===== config.mk =====
export PLATFORM = sky130hd
export DESIGN_NAME = sobel_frame_sequencer_flat
export DESIGN_NICKNAME = d
export VERILOG_FILES = /design/src/rtl/sobel_pkg.sv /design/src/rtl/sobel_frame_sequencer_if.sv /design/src/rtl/seq_edge_det.sv /design/src/rtl/sobel_frame_sequencer.sv /design/src/flat_wrapper.sv
export SDC_FILE = /design/constraint.sdc
export NUM_CORES = 1
export LEC_CHECK = 0
export ABC_AREA = 0
export BUFFER_PORTS_ARGS = -buffer_cell sky130_fd_sc_hd__buf_2
export CORE_AREA = 8 8 118 120
export DETAILED_ROUTE_END_ITERATION = 10
export DIE_AREA = 0 0 126 128
export PLACE_DENSITY = 0.48
export SETUP_SLACK_MARGIN = 0.15
export SKIP_LAST_GASP = 1
export SYNTH_ARGS = -nofsm -noshare
export SYNTH_HDL_FRONTEND = slang
export SYNTH_SLANG_ARGS = --single-unit

===== constraint.sdc =====
create_clock -name i_CLK -period 6.2 [get_ports i_CLK]
set_clock_uncertainty 0.15 [all_clocks]
set_input_delay 0.31 -clock i_CLK [delete_from_list [all_inputs] [get_ports i_CLK]]
set_output_delay 0.31 -clock i_CLK [all_outputs]
set_load 0.02 [all_outputs]

===== src/rtl/sobel_pkg.sv =====
`default_nettype none
// ============================================================================
// Module : sobel_pkg
// Brief  : Shared types and constants for the Sobel frame sequencer.
//          access_t    - ACCESS_CONTROL bus encoding
//          seq_state_t - frame sequencer FSM states
//          state_access() - ACCESS_CONTROL value owned by each state
// Rev    : 1.0  initial release
// ============================================================================
package sobel_pkg;

  localparam int FRAME_PIXELS = 76800;
  localparam int IMG_W        = 320;
  localparam int IMG_H        = 240;

  typedef enum logic [1:0] {
    ACC_AXI   = 2'b00,
    ACC_GRAY  = 2'b01,
    ACC_SOBEL = 2'b10
  } access_t;

  typedef enum logic [2:0] {
    S_IDLE      = 3'd0,
    S_LOAD      = 3'd1,
    S_GO_GRAY   = 3'd2,
    S_RUN_GRAY  = 3'd3,
    S_GO_SOBEL  = 3'd4,
    S_RUN_SOBEL = 3'd5,
    S_READOUT   = 3'd6,
    S_ERROR     = 3'd7
  } seq_state_t;

  // The GO_* states already own the bus of the stage they launch, so the
  // access switch and the start pulse always land in the same cycle.
  function automatic access_t state_access(input seq_state_t s);
    access_t a;
    case (s)
      S_GO_GRAY, S_RUN_GRAY:   a = ACC_GRAY;
      S_GO_SOBEL, S_RUN_SOBEL: a = ACC_SOBEL;
      default:                 a = ACC_AXI;
    endcase
    return a;
  endfunction

endpackage
`default_nettype wire


===== src/rtl/sobel_frame_sequencer_if.sv =====
`default_nettype none
// ============================================================================
// Module : sobel_frame_sequencer_if
// Brief  : Command / stage-handshake / status bundle of the frame sequencer.
//          master : AXI register side and processing stages (drive commands
//                   and done flags, observe control and status)
//          slave  : the sequencer itself
// Rev    : 1.0  initial release
// ============================================================================
interface sobel_frame_sequencer_if #(
  parameter int THR_W       = 18,
  parameter int FRAME_CNT_W = 16
);
  import sobel_pkg::*;

  // commands from the AXI register block
  logic                   cmd_start;
  logic                   cmd_abort;
  logic                   cmd_rd_release;
  logic [THR_W-1:0]       thr_in;
  // stage completion levels
  logic                   done_color;
  logic                   done_gray;
  logic                   done_sobel;
  // control to the processing top
  access_t                access_ctrl;
  logic                   start_rgb2gray;
  logic                   start_gray2sobel;
  logic [THR_W-1:0]       thr_out;
  // status to the AXI register block
  logic                   busy;
  logic                   rd_window;
  logic                   irq_done;
  logic                   err_timeout;
  logic [1:0]             err_stage;
  logic [FRAME_CNT_W-1:0] frame_cnt;

  modport master (
    output cmd_start, cmd_abort, cmd_rd_release, thr_in,
    output done_color, done_gray, done_sobel,
    input  access_ctrl, start_rgb2gray, start_gray2sobel, thr_out,
    input  busy, rd_window, irq_done, err_timeout, err_stage, frame_cnt
  );

  modport slave (
    input  cmd_start, cmd_abort, cmd_rd_release, thr_in,
    input  done_color, done_gray, done_sobel,
    output access_ctrl, start_rgb2gray, start_gray2sobel, thr_out,
    output busy, rd_window, irq_done, err_timeout, err_stage, frame_cnt
  );

endinterface
`default_nettype wire


===== src/rtl/seq_edge_det.sv =====
`default_nettype none
// ============================================================================
// Module : seq_edge_det
// Brief  : N-bit registered rising-edge detector for the stage done levels.
//          A level that is already high when watching starts produces no
//          edge; it must fall and rise again.
// Ports  : clk   - system clock
//          rst_n - asynchronous active-low reset
//          din   - raw done levels
//          rise  - one-cycle pulse per 0->1 transition of the registered level
// Rev    : 1.0  initial release
// ============================================================================
module seq_edge_det #(
  parameter int N = 3
) (
  input  wire logic         clk,
  input  wire logic         rst_n,
  input  wire logic [N-1:0] din,
  output logic      [N-1:0] rise
);

  for (genvar gi = 0; gi < N; gi++) begin : g_bit
    logic r_d1;
    logic r_d2;

    always_ff @(posedge clk or negedge rst_n) begin
      if (!rst_n) begin
        r_d1 <= 1'b0;
        r_d2 <= 1'b0;
      end else begin
        r_d1 <= din[gi];
        r_d2 <= r_d1;
      end
    end

    assign rise[gi] = r_d1 & ~r_d2;
  end

endmodule
`default_nettype wire


===== src/rtl/sobel_frame_sequencer.sv =====
`default_nettype none
// ============================================================================
// Module : sobel_frame_sequencer
// Brief  : Frame-level controller for TOP_RGB_GRAY_SOBEL. Sequences colour
//          load -> RGB2GRAY -> GRAY2SOBEL -> readback window, owns
//          ACCESS_CONTROL and the start pulses, latches the threshold per
//          frame, guards every wait state with a timeout and reports status.
// Ports  : i_CLK   - system clock
//          i_RSTn  - asynchronous active-low reset
//          bus     - sobel_frame_sequencer_if.slave (commands, done flags,
//                    access/start/threshold control, busy/irq/error/count)
// Rev    : 1.0  initial release
// ============================================================================
module sobel_frame_sequencer
  import sobel_pkg::*;
#(
  parameter int TIMEOUT_CYC = 131072,
  parameter int THR_W       = 18,
  parameter int FRAME_CNT_W = 16
) (
  input  wire logic               i_CLK,
  input  wire logic               i_RSTn,
  sobel_frame_sequencer_if.slave  bus
);

  localparam int              TMR_W    = (TIMEOUT_CYC > 2) ? $clog2(TIMEOUT_CYC) : 1;
  localparam logic [TMR_W-1:0] TMR_LAST = TMR_W'(TIMEOUT_CYC - 1);

  // done edges: [0] colour, [1] gray, [2] sobel
  logic [2:0]             w_rise;

  seq_state_t             r_state;
  seq_state_t             w_state_d;
  logic [TMR_W-1:0]       r_timer;
  logic                   w_timer_last;
  logic                   w_accept_start;
  logic                   w_timeout;
  logic                   w_frame_done;
  logic [1:0]             w_stage;

  access_t                r_access;
  logic                   r_start_gray;
  logic                   r_start_sobel;
  logic [THR_W-1:0]       r_thr;
  logic                   r_busy;
  logic                   r_rd_window;
  logic                   r_irq;
  logic                   r_err;
  logic [1:0]             r_err_stage;
  logic [FRAME_CNT_W-1:0] r_frame_cnt;

  seq_edge_det #(.N(3)) u_edge (
    .clk   (i_CLK),
    .rst_n (i_RSTn),
    .din   ({bus.done_sobel, bus.done_gray, bus.done_color}),
    .rise  (w_rise)
  );

  assign w_timer_last = (r_timer == TMR_LAST);

  // State register
  always_ff @(posedge i_CLK or negedge i_RSTn) begin
    if (!i_RSTn) begin
      r_state <= S_IDLE;
    end else begin
      r_state <= w_state_d;
    end
  end

  // Next-state logic. Abort is checked first so it beats start, done and
  // timeout; within a wait state the done edge is checked before the timer.
  always_comb begin
    w_state_d      = r_state;
    w_accept_start = 1'b0;
    w_timeout      = 1'b0;
    w_frame_done   = 1'b0;
    w_stage        = 2'd0;

    if (bus.cmd_abort && (r_state != S_IDLE)) begin
      w_state_d = S_IDLE;
    end else begin
      case (r_state)
        S_IDLE, S_ERROR: begin
          if (bus.cmd_start) begin
            w_state_d      = S_LOAD;
            w_accept_start = 1'b1;
          end
        end
        S_LOAD: begin
          w_stage = 2'd0;
          if (w_rise[0]) begin
            w_state_d = S_GO_GRAY;
          end else if (w_timer_last) begin
            w_state_d = S_ERROR;
            w_timeout = 1'b1;
          end
        end
        S_GO_GRAY: w_state_d = S_RUN_GRAY;
        S_RUN_GRAY: begin
          w_stage = 2'd1;
          if (w_rise[1]) begin
            w_state_d = S_GO_SOBEL;
          end else if (w_timer_last) begin
            w_state_d = S_ERROR;
            w_timeout = 1'b1;
          end
        end
        S_GO_SOBEL: w_state_d = S_RUN_SOBEL;
        S_RUN_SOBEL: begin
          w_stage = 2'd2;
          if (w_rise[2]) begin
            w_state_d    = S_READOUT;
            w_frame_done = 1'b1;
          end else if (w_timer_last) begin
            w_state_d = S_ERROR;
            w_timeout = 1'b1;
          end
        end
        S_READOUT: begin
          if (bus.cmd_rd_release) begin
            w_state_d = S_IDLE;
          end
        end
        default: w_state_d = S_IDLE;
      endcase
    end
  end

  // Registered outputs are decoded from the next state so they change on
  // the same edge as the state register; an abort therefore drops any
  // pending start pulse and returns the bus to AXI immediately.
  always_ff @(posedge i_CLK or negedge i_RSTn) begin
    if (!i_RSTn) begin
      r_timer       <= '0;
      r_access      <= ACC_AXI;
      r_start_gray  <= 1'b0;
      r_start_sobel <= 1'b0;
      r_thr         <= '0;
      r_busy        <= 1'b0;
      r_rd_window   <= 1'b0;
      r_irq         <= 1'b0;
      r_err         <= 1'b0;
      r_err_stage   <= 2'd0;
      r_frame_cnt   <= '0;
    end else begin
      if (w_state_d != r_state) begin
        r_timer <= '0;
      end else if ((r_state == S_LOAD) || (r_state == S_RUN_GRAY) ||
                   (r_state == S_RUN_SOBEL)) begin
        r_timer <= r_timer + TMR_W'(1);
      end

      r_access      <= state_access(w_state_d);
      r_start_gray  <= (w_state_d == S_GO_GRAY);
      r_start_sobel <= (w_state_d == S_GO_SOBEL);
      r_busy        <= (w_state_d != S_IDLE) && (w_state_d != S_ERROR);
      r_rd_window   <= (w_state_d == S_READOUT);
      r_irq         <= (w_state_d == S_READOUT) && (r_state != S_READOUT);

      if (w_accept_start) begin
        r_thr <= bus.thr_in;
      end

      if (w_accept_start) begin
        r_err       <= 1'b0;
        r_err_stage <= 2'd0;
      end else if (w_timeout) begin
        r_err       <= 1'b1;
        r_err_stage <= w_stage;
      end

      // natural binary wrap from all-ones to zero
      if (w_frame_done) begin
        r_frame_cnt <= r_frame_cnt + FRAME_CNT_W'(1);
      end
    end
  end

  assign bus.access_ctrl      = r_access;
  assign bus.start_rgb2gray   = r_start_gray;
  assign bus.start_gray2sobel = r_start_sobel;
  assign bus.thr_out          = r_thr;
  assign bus.busy             = r_busy;
  assign bus.rd_window        = r_rd_window;
  assign bus.irq_done         = r_irq;
  assign bus.err_timeout      = r_err;
  assign bus.err_stage        = r_err_stage;
  assign bus.frame_cnt        = r_frame_cnt;

endmodule
`default_nettype wire


===== src/flat_wrapper.sv =====
// flat-port wrapper written by rule: the top's interface ports become plain ports
module sobel_frame_sequencer_flat import sobel_pkg::*;
#(
  parameter int TIMEOUT_CYC = 131072,
  parameter int THR_W       = 18,
  parameter int FRAME_CNT_W = 16
)
  (i_CLK, i_RSTn, bus_cmd_start, bus_cmd_abort, bus_cmd_rd_release, bus_thr_in, bus_done_color, bus_done_gray, bus_done_sobel, bus_access_ctrl, bus_start_rgb2gray, bus_start_gray2sobel, bus_thr_out, bus_busy, bus_rd_window, bus_irq_done, bus_err_timeout, bus_err_stage, bus_frame_cnt);
  sobel_frame_sequencer_if #(.THR_W(THR_W), .FRAME_CNT_W(FRAME_CNT_W)) bus_i ();
  input  wire logic i_CLK;
  input  wire logic i_RSTn;
  input wire logic [$bits(bus_i.cmd_start)-1:0] bus_cmd_start;
  input wire logic [$bits(bus_i.cmd_abort)-1:0] bus_cmd_abort;
  input wire logic [$bits(bus_i.cmd_rd_release)-1:0] bus_cmd_rd_release;
  input wire logic [$bits(bus_i.thr_in)-1:0] bus_thr_in;
  input wire logic [$bits(bus_i.done_color)-1:0] bus_done_color;
  input wire logic [$bits(bus_i.done_gray)-1:0] bus_done_gray;
  input wire logic [$bits(bus_i.done_sobel)-1:0] bus_done_sobel;
  output wire logic [$bits(bus_i.access_ctrl)-1:0] bus_access_ctrl;
  output wire logic [$bits(bus_i.start_rgb2gray)-1:0] bus_start_rgb2gray;
  output wire logic [$bits(bus_i.start_gray2sobel)-1:0] bus_start_gray2sobel;
  output wire logic [$bits(bus_i.thr_out)-1:0] bus_thr_out;
  output wire logic [$bits(bus_i.busy)-1:0] bus_busy;
  output wire logic [$bits(bus_i.rd_window)-1:0] bus_rd_window;
  output wire logic [$bits(bus_i.irq_done)-1:0] bus_irq_done;
  output wire logic [$bits(bus_i.err_timeout)-1:0] bus_err_timeout;
  output wire logic [$bits(bus_i.err_stage)-1:0] bus_err_stage;
  output wire logic [$bits(bus_i.frame_cnt)-1:0] bus_frame_cnt;
  assign bus_i.cmd_start = bus_cmd_start;
  assign bus_i.cmd_abort = bus_cmd_abort;
  assign bus_i.cmd_rd_release = bus_cmd_rd_release;
  assign bus_i.thr_in = bus_thr_in;
  assign bus_i.done_color = bus_done_color;
  assign bus_i.done_gray = bus_done_gray;
  assign bus_i.done_sobel = bus_done_sobel;
  assign bus_access_ctrl = bus_i.access_ctrl;
  assign bus_start_rgb2gray = bus_i.start_rgb2gray;
  assign bus_start_gray2sobel = bus_i.start_gray2sobel;
  assign bus_thr_out = bus_i.thr_out;
  assign bus_busy = bus_i.busy;
  assign bus_rd_window = bus_i.rd_window;
  assign bus_irq_done = bus_i.irq_done;
  assign bus_err_timeout = bus_i.err_timeout;
  assign bus_err_stage = bus_i.err_stage;
  assign bus_frame_cnt = bus_i.frame_cnt;
  sobel_frame_sequencer #(.TIMEOUT_CYC(TIMEOUT_CYC), .THR_W(THR_W), .FRAME_CNT_W(FRAME_CNT_W)) u_core (.i_CLK(i_CLK), .i_RSTn(i_RSTn), .bus(bus_i));
endmodule

# After elaboration in Yosys (flattened, before gate mapping)
# Index checks and enable logic that the tools add are counted.
[totals]
mem_count = 0
rom_bits = 0
latch_bits = 0
regBits = 70
ramBits = 0
[op_classes]
n_lt_le_gt_ge = 0
n_eq_ne = 16
n_div = 0
muxes = 29
bitwise_logic = 6
mul = 0
shifts = 0
n_addsub = 2
n_reduce_logical = 13
[op_table]
columns = ["op", "count"]
rows = [
  ["17-bit two-way mux", 2],
  ["3-bit == test (second input constant)", 7],
  ["3-bit two-way mux", 7],
  ["3-bit one-hot mux with 7 select lines", 1],
  ["17-bit by 1-bit adder with 17-bit output (second input constant)", 1],
  ["17-bit == test (second input constant)", 1],
  ["16-bit by 1-bit adder with 16-bit output (second input constant)", 1],
  ["1-bit two-way mux", 13],
  ["3-bit by 2-bit == test with 1-bit output (second input constant)", 4],
  ["2-bit one-hot mux with 2 select lines", 2],
  ["2-bit two-way mux", 3],
  ["3-bit inequality test (second input constant)", 2],
  ["3-bit nonzero test", 2],
  ["2-bit OR reduction", 3],
  ["2-bit nonzero test", 2],
  ["1-bit bitwise AND", 3],
  ["3-bit by 1-bit == test with 1-bit output (second input constant)", 1],
  ["1-bit logical AND", 3],
  ["3-bit zero test", 1],
  ["3-bit inequality test", 1],
  ["1-bit NOT", 3],
  ["1-bit one-hot mux with 3 select lines", 1],
  ["1-bit logical OR", 2],
]

# Depth between registers and ports, before layout
[depth]
ltp_word = 8
ltp_mapped = 12

# Cells and area by module
# From an unflattened synthesis, not the netlist that was laid out.
[unflattened]
hier_cells = 269
hier_area_um2 = 3240.6
[by_module_without_submodules]
columns = ["mod", "cells_per_inst", "seq_area_each_um2", "instances", "area_per_inst_um2"]
rows = [
  ["sobel_frame_sequencer", 260, 1601.5, 1, 3049.2],
  ["seq_edge_det", 9, 150.1, 1, 191.4],
]

# Least setup slack after synthesis
# No wires, ideal clock.
[synth_path]
path_kind = "reg-to-reg"
start = "register u_core.r_timer[3] (netlist name)"
end = "register u_core.r_frame_cnt[1] (netlist: u_core.bus.frame_cnt[1])"
path_stages_with_launch = 12
setup_slack_ns = 3.154
t_arrival_ns = 2.769
required_ns = 5.922
synth_period_minus_slack_ns = 3.046
setup_time_ns = 0.128
cell_sequence = "dfrtp_1 > and4_1 > and2_1 > nand4_1 > nor3_1 > ha_1 > inv_1 > a2111o_1 > a41oi_1 > nand4_4 > buf_6 > mux2_1"
[synth_rtl]
columns = ["element", "line_no", "text"]
rows = [
  ["to (signal assigned)", "sobel_frame_sequencer.sv:174", "r_frame_cnt <= r_frame_cnt + FRAME_CNT_W'(1);"],
  ["to (decl)", "sobel_frame_sequencer.sv:50", "logic [FRAME_CNT_W-1:0] r_frame_cnt;"],
]

# Worst setup path in the final report
[layout_path]
start = "register u_core.r_timer[3]"
end = "register u_core.r_timer[3]"
[layout_via]
elab_chain_len = 7
[layout_lines]
columns = ["element", "line_no", "text"]
rows = [
  ["from (decl)", "sobel_frame_sequencer.sv:34", "logic [TMR_W-1:0] r_timer;"],
  ["from (signal assigned)", "sobel_frame_sequencer.sv:150", "r_timer <= r_timer + TMR_W'(1);"],
  ["17-bit == test", "sobel_frame_sequencer.sv:59", "assign w_timer_last = (r_timer == TMR_LAST);"],
  ["3-bit two-way mux", "sobel_frame_sequencer.sv:93, sobel_frame_sequencer.sv:103, sobel_frame_sequencer.sv:114", ""],
  ["3-bit two-way mux, on equally long branches", "sobel_frame_sequencer.sv:111, sobel_frame_sequencer.sv:91, sobel_frame_sequencer.sv:101", ""],
  ["3-bit one-hot mux with 7 select lines", "sobel_frame_sequencer.sv:82", "case (r_state)"],
  ["3-bit two-way mux", "sobel_frame_sequencer.sv:79", "if (bus.cmd_abort && (r_state != S_IDLE)) begin"],
  ["3-bit inequality test", "sobel_frame_sequencer.sv:146", "if (w_state_d != r_state) begin"],
  ["17-bit two-way mux / 2-bit nonzero test (equally long branches)", "-", ""],
]
# Several ways; a longest one is shown, not always the timed one. The select of a mux whose other input is x is not followed.
# A chain may end at the register's enable or synchronous reset.

==> out/summary.md <==
At the end of routability-driven placement, the weighted congestion stood at 0.7867. In the final layout, flip-flops and latches occupy 1752 µm². The share of the Yosys chip area taken by registers is 52.93%.

The setup slack of the most critical reg-to-reg path was 2.65 ns. STA classifies the critical path startpoint as a flip-flop. The run gives 27.11% as the starting density of the core.

The number of nets in the synthesized netlist is 313. Synthesis produced 284 cells. 70 I/O pins were placed. By area the synthesized netlist is led by sky130_fd_sc_hd__dfrtp_1, sky130_fd_sc_hd__mux2_2, sky130_fd_sc_hd__xor2_1. In this run the remaining antenna-violating nets after routing total 0.

Counting flops with a built-in enable in the synthesized netlist gives 0. Of the cells placed in the final design, the portion with a size suffix greater than 1 is 35.56%. TritonCTS created 9 clock buffers. Clock-pin slew was measured on the worst setup and hold paths at 0.05 ns. Setup total negative slack on the finished layout was measured at 0 ns. The worst hold path belongs to the class primary input to async pin.

Counting along the longest clock path gives a buffer depth of 2. The routed length per placed instance was 13.99 µm. The layout has 1245 filler cells.

The number of clock sinks seen by CTS is 70, and the number of design rule violations left after detail routing is 0. The tools report the number of iterations in the first detailed-routing pass as 4. The total area inside the core boundary comes to 12210 µm².

IR analysis of the VDD net gives a maximum drop of 0.1982 mV. The via count of the first global-routing pass was 2532. TritonCTS built the clock tree.

The standard-cell row count was 41; the tightest slew margin relative to the limit was 18.47%. The commonest cells after synthesis are sky130_fd_sc_hd__dfrtp_1, sky130_fd_sc_hd__nand2_1, sky130_fd_sc_hd__xor2_1. The final worst-path setup slack is 2.648 ns, and the via count normalized by instance count is 4.582. Summed over all cells, the static leakage comes to 1.867 nW. The later pin in the worst-skew pair is clocked with a latency of 0.33 ns. In this run the worst path has a maximum fanout of 17. For the worst setup path, the data required time is 6.21 ns.

The clock period minus final worst setup slack works out to 3.552 ns. Traced cell by cell, the critical path runs through and4_1 -> and2_1 -> nand4_1 -> nor3_1 -> ha_1 -> o31a_1 -> or4_1 -> o21ai_2 -> nor3_1. Global routing consumed, over all layers together, 9.395% of the routing resources. The most numerous cell type found on the critical path is sky130_fd_sc_hd__nor3_1. Prior to clock tree synthesis, the placed netlist has a worst setup slack of 2.660 ns. Setup repair after global routing left no endpoint under its margin.

The layout-stage area growth over the synthesis result is 23.44%, and the share of synthesized flip-flops with an asynchronous set or reset is 100.0%. The final layout contains routed wiring with a total length of 7136 µm. The number of warnings issued by yosys came out at 0. The initial antenna violation count came out at 0. The endpoint identified for the worst register-to-register timing path is u_core.r_timer[3]. The slowest stage of the critical path is the sky130_fd_sc_hd__o21ai_2 cell.

Global routing finished with a remaining overflow of 0. The signal arrival time at the worst endpoint is 3.56 ns. The proportion of netlist area held by the largest area contributor was 52.93%; the area enclosed by the die boundary was 16130 µm². In this run the power density over the cells is 463.9 nW/µm².

The via count was 2337. The cell family contributing the most delay on the critical path is simple AND/OR/NAND/NOR gates. The final core utilization is 33.46%. At the pin with the least slew margin, the transition time is 1.223 ns. In this run the tool buffered the top-level ports with 69 buffer cells. The startpoint-to-endpoint class of the critical path is flip-flop to flip-flop. STA classifies the critical path endpoint as a flip-flop. For the largest net degree at the start of global routing, the log shows 71. The multi-input combinational cells in the finished layout cover a total of 1414 µm².

The stage delay of the slowest cell on the critical path is 0.82 ns. The number of post-CTS setup repair buffers came out at 0. The buffering stage count on the worst path with inverters included came out at 0. The tree is rooted in a sky130_fd_sc_hd__clkbuf_16. Measured along the x axis, the die boundary spans 126 µm. For the half-perimeter wire length of the detailed placement result, the log shows 4988 µm. Counting flops and latches in the post-synthesis netlist gives 70. The startpoint identified for the worst register-to-register timing path is u_core.r_timer[3]. Predominant post-synthesis flop cell: sky130_fd_sc_hd__dfrtp_1. The H-tree depth reported by CTS was 3.

The antenna diode instance count was 0. The number of cells on the worst reg-to-reg path is 9. The first global-routing pass estimated 12340 µm of wire. Of all cell types, the one taking the most synthesized area is sky130_fd_sc_hd__dfrtp_1. By instance count, the leading cell after synthesis is sky130_fd_sc_hd__dfrtp_1. After synthesis the cells add up to 3309 µm². The final count of hold timing violations is 0. The run gives 0 as the number of max-slew violations in the final report. The final net count was 384; the average cell area after synthesis was 11.65 µm². The count of max-cap constraint violations is 0, and the DRC violation total after the first TritonRoute iteration is 87. The fmax came out at 281.5 MHz.

The final critical path takes up 57.29% of the cycle. The floorplan step set the die height to 128 µm. In this run, distinct cell masters in the synthesized netlist total 52. The final number of setup-violating endpoints was 0. The flow ran to the end, and the final reports show no timing, DRC or antenna violations.
[per-layer routing]
layer | global-route usage (%) | vias up | part of all wire (%)
met5 | 0 | - | 0
met4 | 4.105 | 0 | 1.5
met3 | 3.161 | 7 | 5.2
met2 | 14.73 | 54 | 47
met1 | 11.54 | 1143 | 47
li1 | - | 1133 | -
[cells in the final DEF, fill, tap and decap left out, drive strengths merged, types with 2 or more instances in the layout]
master,n
dfrtp,70
buf,70
nor3,34
nand2,22
xor2,22
mux2,19
nor2,13
inv,13
nand4,11
clkbuf,10
xnor2,8
nand3,6
a21oi,5
and2,4
mux2i,4
clkinv,4
nor2b,3
ha,3
dlygate4sd3,3
nor4,3
o21ai,3
nand2b,2
and3,2
nor3b,2
and4,2
a21boi,2
[how the worst max path moves through the flow]
stage               slack [ns]              start  cells after the start                        to
global route              2.41  u_core.r_timer[3]                     11  u_core.bus.frame_cnt[10]
detailed placement        2.66  u_core.r_timer[3]                      9         u_core.r_timer[3]
CTS                       2.63  u_core.r_timer[3]                      9         u_core.r_timer[3]
global placement          2.75  u_core.r_timer[3]                     11  u_core.bus.frame_cnt[10]
floorplan                 3.15  u_core.r_timer[3]                     11   u_core.bus.frame_cnt[1]
finish                    2.65  u_core.r_timer[3]                      9         u_core.r_timer[3]
[where the power goes]
| part | leakage [nW] | total, mW | switching [mW] | internal, mW |
|---|---|---|---|---|
| clock | 0.148 | 0.510 | 0.189 | 0.320 |
| sequential | 0.896 | 0.668 | 0.102 | 0.567 |
| combinational | 0.823 | 0.717 | 0.450 | 0.267 |
| total | 1.87 | 1.90 | 0.741 | 1.15 |
[sequential cells by signal, indices dropped and copies added, names as in the netlist, 2 cells and up]
signal	flops
u_core.bus.frame_cnt	16
u_core.r_state	3
u_core.bus.err_stage	2
u_core.u_edge.g_bit.r_d2	3
u_core.u_edge.g_bit.r_d1	3
u_core.r_timer	17
u_core.bus.thr_out	18
u_core.bus.access_ctrl	2
[metrics by stage]
stage                     hold WS [ns]  cell area [µm²]  cells  total power, mW
after floorplan                -0.1356             3309    284            1.230
after global placement          0.2044             3755    491            1.393
after detailed placement        0.2115             3755    491            1.402
after CTS                      0.04685             4085    510            1.930
after global routing           0.05584             4085    510            2.024
final                          0.04376             4085    510            1.895
[repair_timing]
item,4_1_cts,5_1_grt
gates resized for setup,0,0
endpoints found under the hold margin,3,0
hold buffers,3,0
[worst register-to-register path: cells and delay by family, from the launching register on]
family | cells | cell delay [ns]
AO/OA/AOI/OAI | 2 | 1.11
flip-flops | 1 | 0.43
adder cells (fa/ha/maj) | 1 | 0.23
AND/OR/NAND/NOR | 6 | 1.48
[layout make-up]
cell class	instances	share of cell area (%)
tap	150	4.594
clock inverter	6	1.501
inverter	13	1.194
clock buffer	10	5.850
sequential	70	42.88
multi-input combinational	188	34.61
timing repair buffer	73	9.372
[cell families after synthesis]
logic type | synth area share, %
buffers and inverters | 4.461
adders and majority gates | 1.134
DFF | 52.93
muxes | 7.675
and+or+nand+nor | 20.76
AOI/OAI and AO/OA | 5.105
xor gates and xnor gates | 7.939
No activity file was read; power rests on OpenSTA's default activity.
